==> config.mk <==
export PLATFORM = sky130hd
export DESIGN_NAME = seg_scan_decoder_flat
export DESIGN_NICKNAME = d
export VERILOG_FILES = /design/src/rtl/seg_scan_decoder_if.sv /design/src/rtl/seg_scan_decoder.sv /design/src/flat_wrapper.sv
export SDC_FILE = /design/constraint.sdc
export NUM_CORES = 1
export LEC_CHECK = 0
export ABC_AREA = 1
export ABC_CLOCK_PERIOD_IN_PS = 5850
export CAP_MARGIN = 40
export CORE_ASPECT_RATIO = 1.75
export CORE_MARGIN = 5
export CORE_UTILIZATION = 60
export DETAILED_ROUTE_END_ITERATION = 8
export DONT_BUFFER_PORTS = 1
export PLACE_DENSITY = 0.76
export SYNTH_ARGS = -nofsm -noshare
export SYNTH_HDL_FRONTEND = slang
export SYNTH_SLANG_ARGS = --single-unit
==> constraint.sdc <==
create_clock -name mclk -period 5.85 [get_ports mclk]
set_input_delay 0.8775 -clock mclk [delete_from_list [all_inputs] [get_ports mclk]]
set_output_delay 0.8775 -clock mclk [all_outputs]
set_load 0.01 [all_outputs]
==> src/rtl/seg_scan_decoder_if.sv <==
// -----------------------------------------------------------------------------
// seg_scan_decoder_if
// Multiplexed 7-segment display bus: digit select plus segment pattern.
//
// Signals:
//   seg_com   [DIGITS-1:0]  digit select, active-low; one 0 selects a digit,
//                           all ones means blank
//   seg_data  [7:0]         segment pattern, active-high; bit0=a .. bit6=g,
//                           bit7=dp
// Modports:
//   master  display driver side (drives the pins)
//   slave   monitor side (observes the pins)
// -----------------------------------------------------------------------------
interface seg_scan_decoder_if #(
    parameter int DIGITS = 8
);
    logic [DIGITS-1:0] seg_com;
    logic [7:0]        seg_data;

    modport master (output seg_com, output seg_data);
    modport slave  (input  seg_com, input  seg_data);
endinterface

==> src/rtl/seg_scan_decoder.sv <==
// -----------------------------------------------------------------------------
// seg_scan_decoder
// Monitors a multiplexed 7-segment display bus and recovers the BCD value,
// valid flag and decimal point of every digit position. A (seg_com, seg_data)
// pair is committed once after STABLE_CYCLES identical samples; illegal
// patterns and multi-select are flagged, completed scan frames are signalled,
// and all digits are marked stale if nothing is committed for TIMEOUT cycles.
//
// Ports:
//   mclk         in   system clock, rising edge
//   rst          in   synchronous active-high reset
//   bus          slave modport of seg_scan_decoder_if (seg_com, seg_data)
//   digits       out  4*DIGITS  decoded BCD, digit i in [4i+3:4i]
//   digit_valid  out  DIGITS    digit i holds a fresh, legal value
//   dp           out  DIGITS    dp bit from the last legal commit of digit i
//   frame_done   out  1         pulse: every digit committed since last pulse
//   seg_err      out  1         pulse: committed pattern is not a digit
//   com_err      out  1         pulse: committed seg_com has several 0s
//   stale        out  1         pulse: timeout fired
// -----------------------------------------------------------------------------
module seg_scan_decoder #(
    parameter int DIGITS        = 8,
    parameter int STABLE_CYCLES = 4,
    parameter int TIMEOUT       = 65535
) (
    input  logic                  mclk,
    input  logic                  rst,
    seg_scan_decoder_if.slave     bus,
    output logic [4*DIGITS-1:0]   digits,
    output logic [DIGITS-1:0]     digit_valid,
    output logic [DIGITS-1:0]     dp,
    output logic                  frame_done,
    output logic                  seg_err,
    output logic                  com_err,
    output logic                  stale
);

    localparam int         IDX_W = (DIGITS > 1) ? $clog2(DIGITS) : 1;
    localparam int         TO_W  = $clog2(TIMEOUT);
    localparam logic [7:0] STAB  = 8'(STABLE_CYCLES);
    localparam logic [TO_W-1:0] TO_LAST = TO_W'(TIMEOUT - 1);

    // Returns {legal, value}; bit7 (dp) is not part of the digit shape.
    function automatic logic [4:0] decode_seg(input logic [6:0] pat);
        case (pat)
            7'h3F:   decode_seg = {1'b1, 4'd0};
            7'h06:   decode_seg = {1'b1, 4'd1};
            7'h5B:   decode_seg = {1'b1, 4'd2};
            7'h4F:   decode_seg = {1'b1, 4'd3};
            7'h66:   decode_seg = {1'b1, 4'd4};
            7'h6D:   decode_seg = {1'b1, 4'd5};
            7'h7D:   decode_seg = {1'b1, 4'd6};
            7'h07:   decode_seg = {1'b1, 4'd7};
            7'h7F:   decode_seg = {1'b1, 4'd8};
            7'h67,
            7'h6F:   decode_seg = {1'b1, 4'd9};
            default: decode_seg = 5'b0_0000;
        endcase
    endfunction

    // Input sample S, and the previous sample P used for the stability compare.
    logic [DIGITS-1:0] r_s_com, r_p_com;
    logic [7:0]        r_s_data, r_p_data;
    logic              r_s_vld, r_p_vld;
    logic [7:0]        r_stab_cnt;
    logic              r_commit;       // P holds the pair being committed
    logic [DIGITS-1:0] r_seen;
    logic [TO_W-1:0]   r_to_cnt;

    logic [DIGITS-1:0] w_low;
    logic              w_blank, w_onehot, w_multi, w_hit, w_timeout;
    logic [IDX_W-1:0]  w_idx;
    logic [4:0]        w_dec;
    logic [7:0]        w_stab_next;
    logic [DIGITS-1:0] w_seen_next;

    assign w_low     = ~r_p_com;
    assign w_blank   = (w_low == '0);
    assign w_onehot  = !w_blank && ((w_low & (w_low - 1'b1)) == '0);
    assign w_multi   = !w_blank && !w_onehot;
    assign w_hit     = r_commit && w_onehot;
    assign w_timeout = !w_hit && (r_to_cnt == TO_LAST);
    assign w_dec     = decode_seg(r_p_data[6:0]);

    // NOTE: every combinational output gets a default before any condition,
    // otherwise paths that skip an assignment infer a latch.
    always_comb begin
        w_idx = '0;
        for (int i = 0; i < DIGITS; i++) begin
            if (w_low[i]) w_idx = IDX_W'(i);
        end
    end

    // A run starts at 1 on any change or on the first sample after reset,
    // then saturates at STABLE_CYCLES.
    always_comb begin
        w_stab_next = 8'd1;
        if (r_p_vld && r_s_com == r_p_com && r_s_data == r_p_data) begin
            w_stab_next = (r_stab_cnt == STAB) ? STAB : r_stab_cnt + 8'd1;
        end
    end

    // A full mask is cleared one cycle late (with frame_done); a commit in
    // that cycle lands in the fresh mask.
    always_comb begin
        w_seen_next = (&r_seen) ? '0 : r_seen;
        if (w_hit) begin
            w_seen_next[w_idx] = 1'b1;
        end else if (w_timeout) begin
            w_seen_next = '0;
        end
    end

    // NOTE: sequential state uses non-blocking assignments so every register
    // samples the pre-edge values regardless of statement order.
    always_ff @(posedge mclk) begin
        // NOTE: every register, outputs included, is cleared by reset; there
        // is no storage here that is allowed to power up undefined.
        if (rst) begin
            r_s_com     <= '0;
            r_s_data    <= '0;
            r_s_vld     <= 1'b0;
            r_p_com     <= '0;
            r_p_data    <= '0;
            r_p_vld     <= 1'b0;
            r_stab_cnt  <= '0;
            r_commit    <= 1'b0;
            r_seen      <= '0;
            r_to_cnt    <= '0;
            digits      <= '0;
            digit_valid <= '0;
            dp          <= '0;
            frame_done  <= 1'b0;
            seg_err     <= 1'b0;
            com_err     <= 1'b0;
            stale       <= 1'b0;
        end else begin
            r_s_com  <= bus.seg_com;
            r_s_data <= bus.seg_data;
            r_s_vld  <= 1'b1;
            r_p_com  <= r_s_com;
            r_p_data <= r_s_data;
            r_p_vld  <= r_s_vld;

            if (r_s_vld) begin
                r_stab_cnt <= w_stab_next;
                // Commit only on the edge the count reaches the threshold.
                r_commit   <= (w_stab_next == STAB) && (r_stab_cnt != STAB);
            end else begin
                r_commit   <= 1'b0;
            end

            frame_done <= &r_seen;
            seg_err    <= 1'b0;
            com_err    <= 1'b0;
            stale      <= 1'b0;
            r_seen     <= w_seen_next;

            if (w_hit) begin
                r_to_cnt <= '0;
                if (w_dec[4]) begin
                    digits[{w_idx, 2'b00} +: 4] <= w_dec[3:0];
                    digit_valid[w_idx]          <= 1'b1;
                    dp[w_idx]                   <= r_p_data[7];
                end else begin
                    digit_valid[w_idx] <= 1'b0;
                    seg_err            <= 1'b1;
                end
            end else if (w_timeout) begin
                r_to_cnt    <= '0;
                stale       <= 1'b1;
                digit_valid <= '0;
            end else begin
                r_to_cnt <= r_to_cnt + 1'b1;
            end

            if (r_commit && w_multi) begin
                com_err <= 1'b1;
            end
        end
    end

endmodule

==> src/flat_wrapper.sv <==
// flat-port wrapper written by rule: the top's interface ports become plain ports
module seg_scan_decoder_flat 
#(
    parameter int DIGITS        = 8,
    parameter int STABLE_CYCLES = 4,
    parameter int TIMEOUT       = 65535
)
  (mclk, rst, digits, digit_valid, dp, frame_done, seg_err, com_err, stale, bus_seg_com, bus_seg_data);
  seg_scan_decoder_if #(.DIGITS(DIGITS)) bus_i ();
  input  logic mclk;
  input  logic rst;
  output logic [4*DIGITS-1:0] digits;
  output logic [DIGITS-1:0] digit_valid;
  output logic [DIGITS-1:0] dp;
  output logic frame_done;
  output logic seg_err;
  output logic com_err;
  output logic stale;
  input wire logic [$bits(bus_i.seg_com)-1:0] bus_seg_com;
  input wire logic [$bits(bus_i.seg_data)-1:0] bus_seg_data;
  assign bus_i.seg_com = bus_seg_com;
  assign bus_i.seg_data = bus_seg_data;
  seg_scan_decoder #(.DIGITS(DIGITS), .STABLE_CYCLES(STABLE_CYCLES), .TIMEOUT(TIMEOUT)) u_core (.mclk(mclk), .rst(rst), .bus(bus_i), .digits(digits), .digit_valid(digit_valid), .dp(dp), .frame_done(frame_done), .seg_err(seg_err), .com_err(com_err), .stale(stale));
endmodule
==> run metrics <==
crit path kind reg -> reg; Sw Share 0.207; fmax 335 MHz; Mean Syn Cell Area 6.89 µm²; Iter 0 DRT Violations 241; Core ar. 9040 µm²; Post-Synth Simple-Gate Area 0.344; crit share post-route 0.510; adder-cell share of the synthesized area 0.0159; first-pass GRT wire length 22000 µm; Gate power share 0.030; Hold Startpoint u_core.r_s_data[2]; # rows 46; Worst setup EP type flop; Non-Filler Instances 930; sequential fraction of the synthesis area 0.431; status completed; Post-synth EDFFs 0; H-tree Lvls 4; cell count after synthesis 802; Longest Clk Path Bufs 2; clock network power share 0.555; root buffer cell clkbuf_16; mux contribution to synthesized area 0; post-CTS setup buffer count 0; Post-Synth XOR/XNOR Area 0.0254; Max VDD drop 0.000257 V; cts hold-fix bufs 0; largest fanout on the critical path 18; cell area power density 327 nW/µm²; post-CTS sizing 0; Area Growth Syn to Fin 12.2%; Post-DRT Antenna Nets 0; Period minus WS final 2980 ps; Buffers on Ports 0; crit start category flop; #FFs+latches synth 119; Fin Hold WS 434 ps; Max-cap violations 0; Vias/cell 5.44; number of global-route vias before repair 4889; Worst Tran Pin Value 788 ps; worst hold path class reg -> reg; drt first pass iters 5; Critical Path Slowest Stage Cell ha_1; Seq pwr share 0.414; DIE WIDTH 82.5 µm; GRT overflow 0; Num CTS Buffers 17; n_diodes 0; final setup skew 7.96 ps; clock sink count 119; Required @ worst endpoint 6150 ps; Mapped Nets 827; Slew Viols, Final 0; Die H 137 µm; Via Count 5055; Worst R2R Start u_core.r_p_com[2]; die area 11300 µm²; critical path arrival 3290 ps; placed cell count 899; IO Count 70; Detail Placement HPWL 9780 µm; fraction of layout cells with a size suffix above 1 0.0704; Worst Setup SP u_core.r_p_com[2]; Layout Utilization 0.686; Post-route DRC 0; largest net degree at the start of global routing 76; number of cells on the worst hold path 2; CTS clk-pin slew, worst paths 50 ps; crit-path cells nand2_1, nand2_1, nand2_1, nand2_1, nand2_2, ha_1, ha_1, clkinv_1, nor2_1, inv_1, nor2_1, nand2_1, nand2_1, a21oi_1; antenna violations before repair 0; Synth Area in Compound Gates 0.0865; CTS tree done; Most common cell on crit path nand2_1; Pleak 2.54 nW; GP Congestion 0.912; Async SR Flop Fraction 0; GRT Total Usage 0.252; Unique masters post-synth 34; Syn. warnings 0; drt total wl 13400 µm; reg2reg path depth 14; Nets 823; worst rel slew slack 0.474; P_int 1.61 mW; Final Hold Fails 0; ys flop type dfxtp_1; main combinational cell family by area after synthesis simple AND/OR/NAND/NOR gates; Net Switching 421 µW; Post-Syn Area 5520 µm²; clock latency on the worst-skew pair 410 ps; post-layout power 2.03 mW; per-cell routed wire length 14.4 µm; Initial Utilization 0.611; RSZ-0062 raised after global routing no; Fin Setup TNS 0 ps; crit-path max cell delay 480 ps; setup violators final 0
[metrics by stage]
step	cell area (µm²)	worst slack, ps
final	6200	2870
after global routing	6200	2600
after CTS	6200	2890
after detailed placement	5560	2910
after global placement	5560	3080
after floorplan	5520	3540
[logic make-up (layout without fill, tap and decap cells)]
group,after synthesis,count (layout)
xor gates and xnor gates,16,16
AOI/OAI and AO/OA,91,91
DFF,119,119
adders and majority gates,7,7
and+or+nand+nor,435,435
buffers and inverters,134,142
[metal layers]
metal,global-route usage,part of all wire,vias up
li1,-,-,2539
met1,0.252,0.36,2316
met2,0.461,0.54,157
met3,0.0652,0.056,43
met4,0.132,0.041,0
met5,0,0,-
[cell usage after synthesis, types with 5 or more instances]
cell	count	area (µm²)
a21oi_1	53	265
nor3_1	13	65.1
buf_2	5	25.0
xor2_1	12	105
dfxtp_1	119	2380
nor2_2	8	50.1
nor2_1	143	537
clkbuf_1	14	52.6
ha_1	7	87.6
o21ai_0	27	135
nand2_2	7	43.8
nand4_1	25	156
nand3_1	59	295
inv_1	105	394
nand2_1	168	631
[cell type report]
| class | count | area (µm²) |
|---|---|---|
| clock buffers | 18 | 439 |
| clock inverters | 13 | 203 |
| fillers | 779 | 2840 |
| inverters | 111 | 417 |
| multi-input cells | 549 | 2610 |
| flip-flops and latches | 119 | 2380 |
| well taps | 120 | 150 |
[state kept, by name, summed over array words and instances, names as in the netlist, 8 cells and up]
register	cells
u_core.r_seen	8
u_core.dp	8
u_core.r_p_data	8
u_core.r_p_com	8
u_core.digit_valid	8
u_core.r_s_com	8
u_core.digits	32
u_core.r_to_cnt	16
u_core.r_s_data	8
u_core.r_stab_cnt	8
[critical path: cells and delay by family (launching register included)]
kind,cells,cell delay [ps]
compound gates,1,70
buf+inv,2,400
flops,1,380
fa+ha+maj,2,770
simple gates,9,1250
[worst paths after layout]
kind | slack [ps] | to
worst max-delay path | 2870 | u_core.digits[14]
worst min-delay path | 430 | u_core.r_p_data[2]
worst max register to register | 2870 | u_core.digits[14]
worst min register to register | 430 | u_core.r_p_data[2]
[layout by cell type, fill, tap and decap left out, types with 3 or more instances in the layout]
cell type  count
bufinv_16      5
nand3b_1       3
nand4_1       25
a21oi_1       53
nor3_1        13
clkinv_2       4
o21ai_0       27
xor2_1        12
nor2_2         8
xnor2_1        4
ha_1           7
nand2_1      168
clkinv_1       3
nand2_2        7
nor2_1       143
nor2_4         4
dfxtp_1      119
nand3_1       59
inv_2          3
clkbuf_16     17
inv_1        105
[power groups by stage]
stage	Clock, mW	Sequential, mW	Combinational (mW)
floorplan	0	0.852	0.0571
global placement	0	0.857	0.0588
detailed placement	0	0.857	0.0605
CTS	1.14	0.840	0.0614
global route	1.18	0.842	0.0708
finish	1.13	0.841	0.0612
Note: power is estimated with default switching activity, not from simulation.
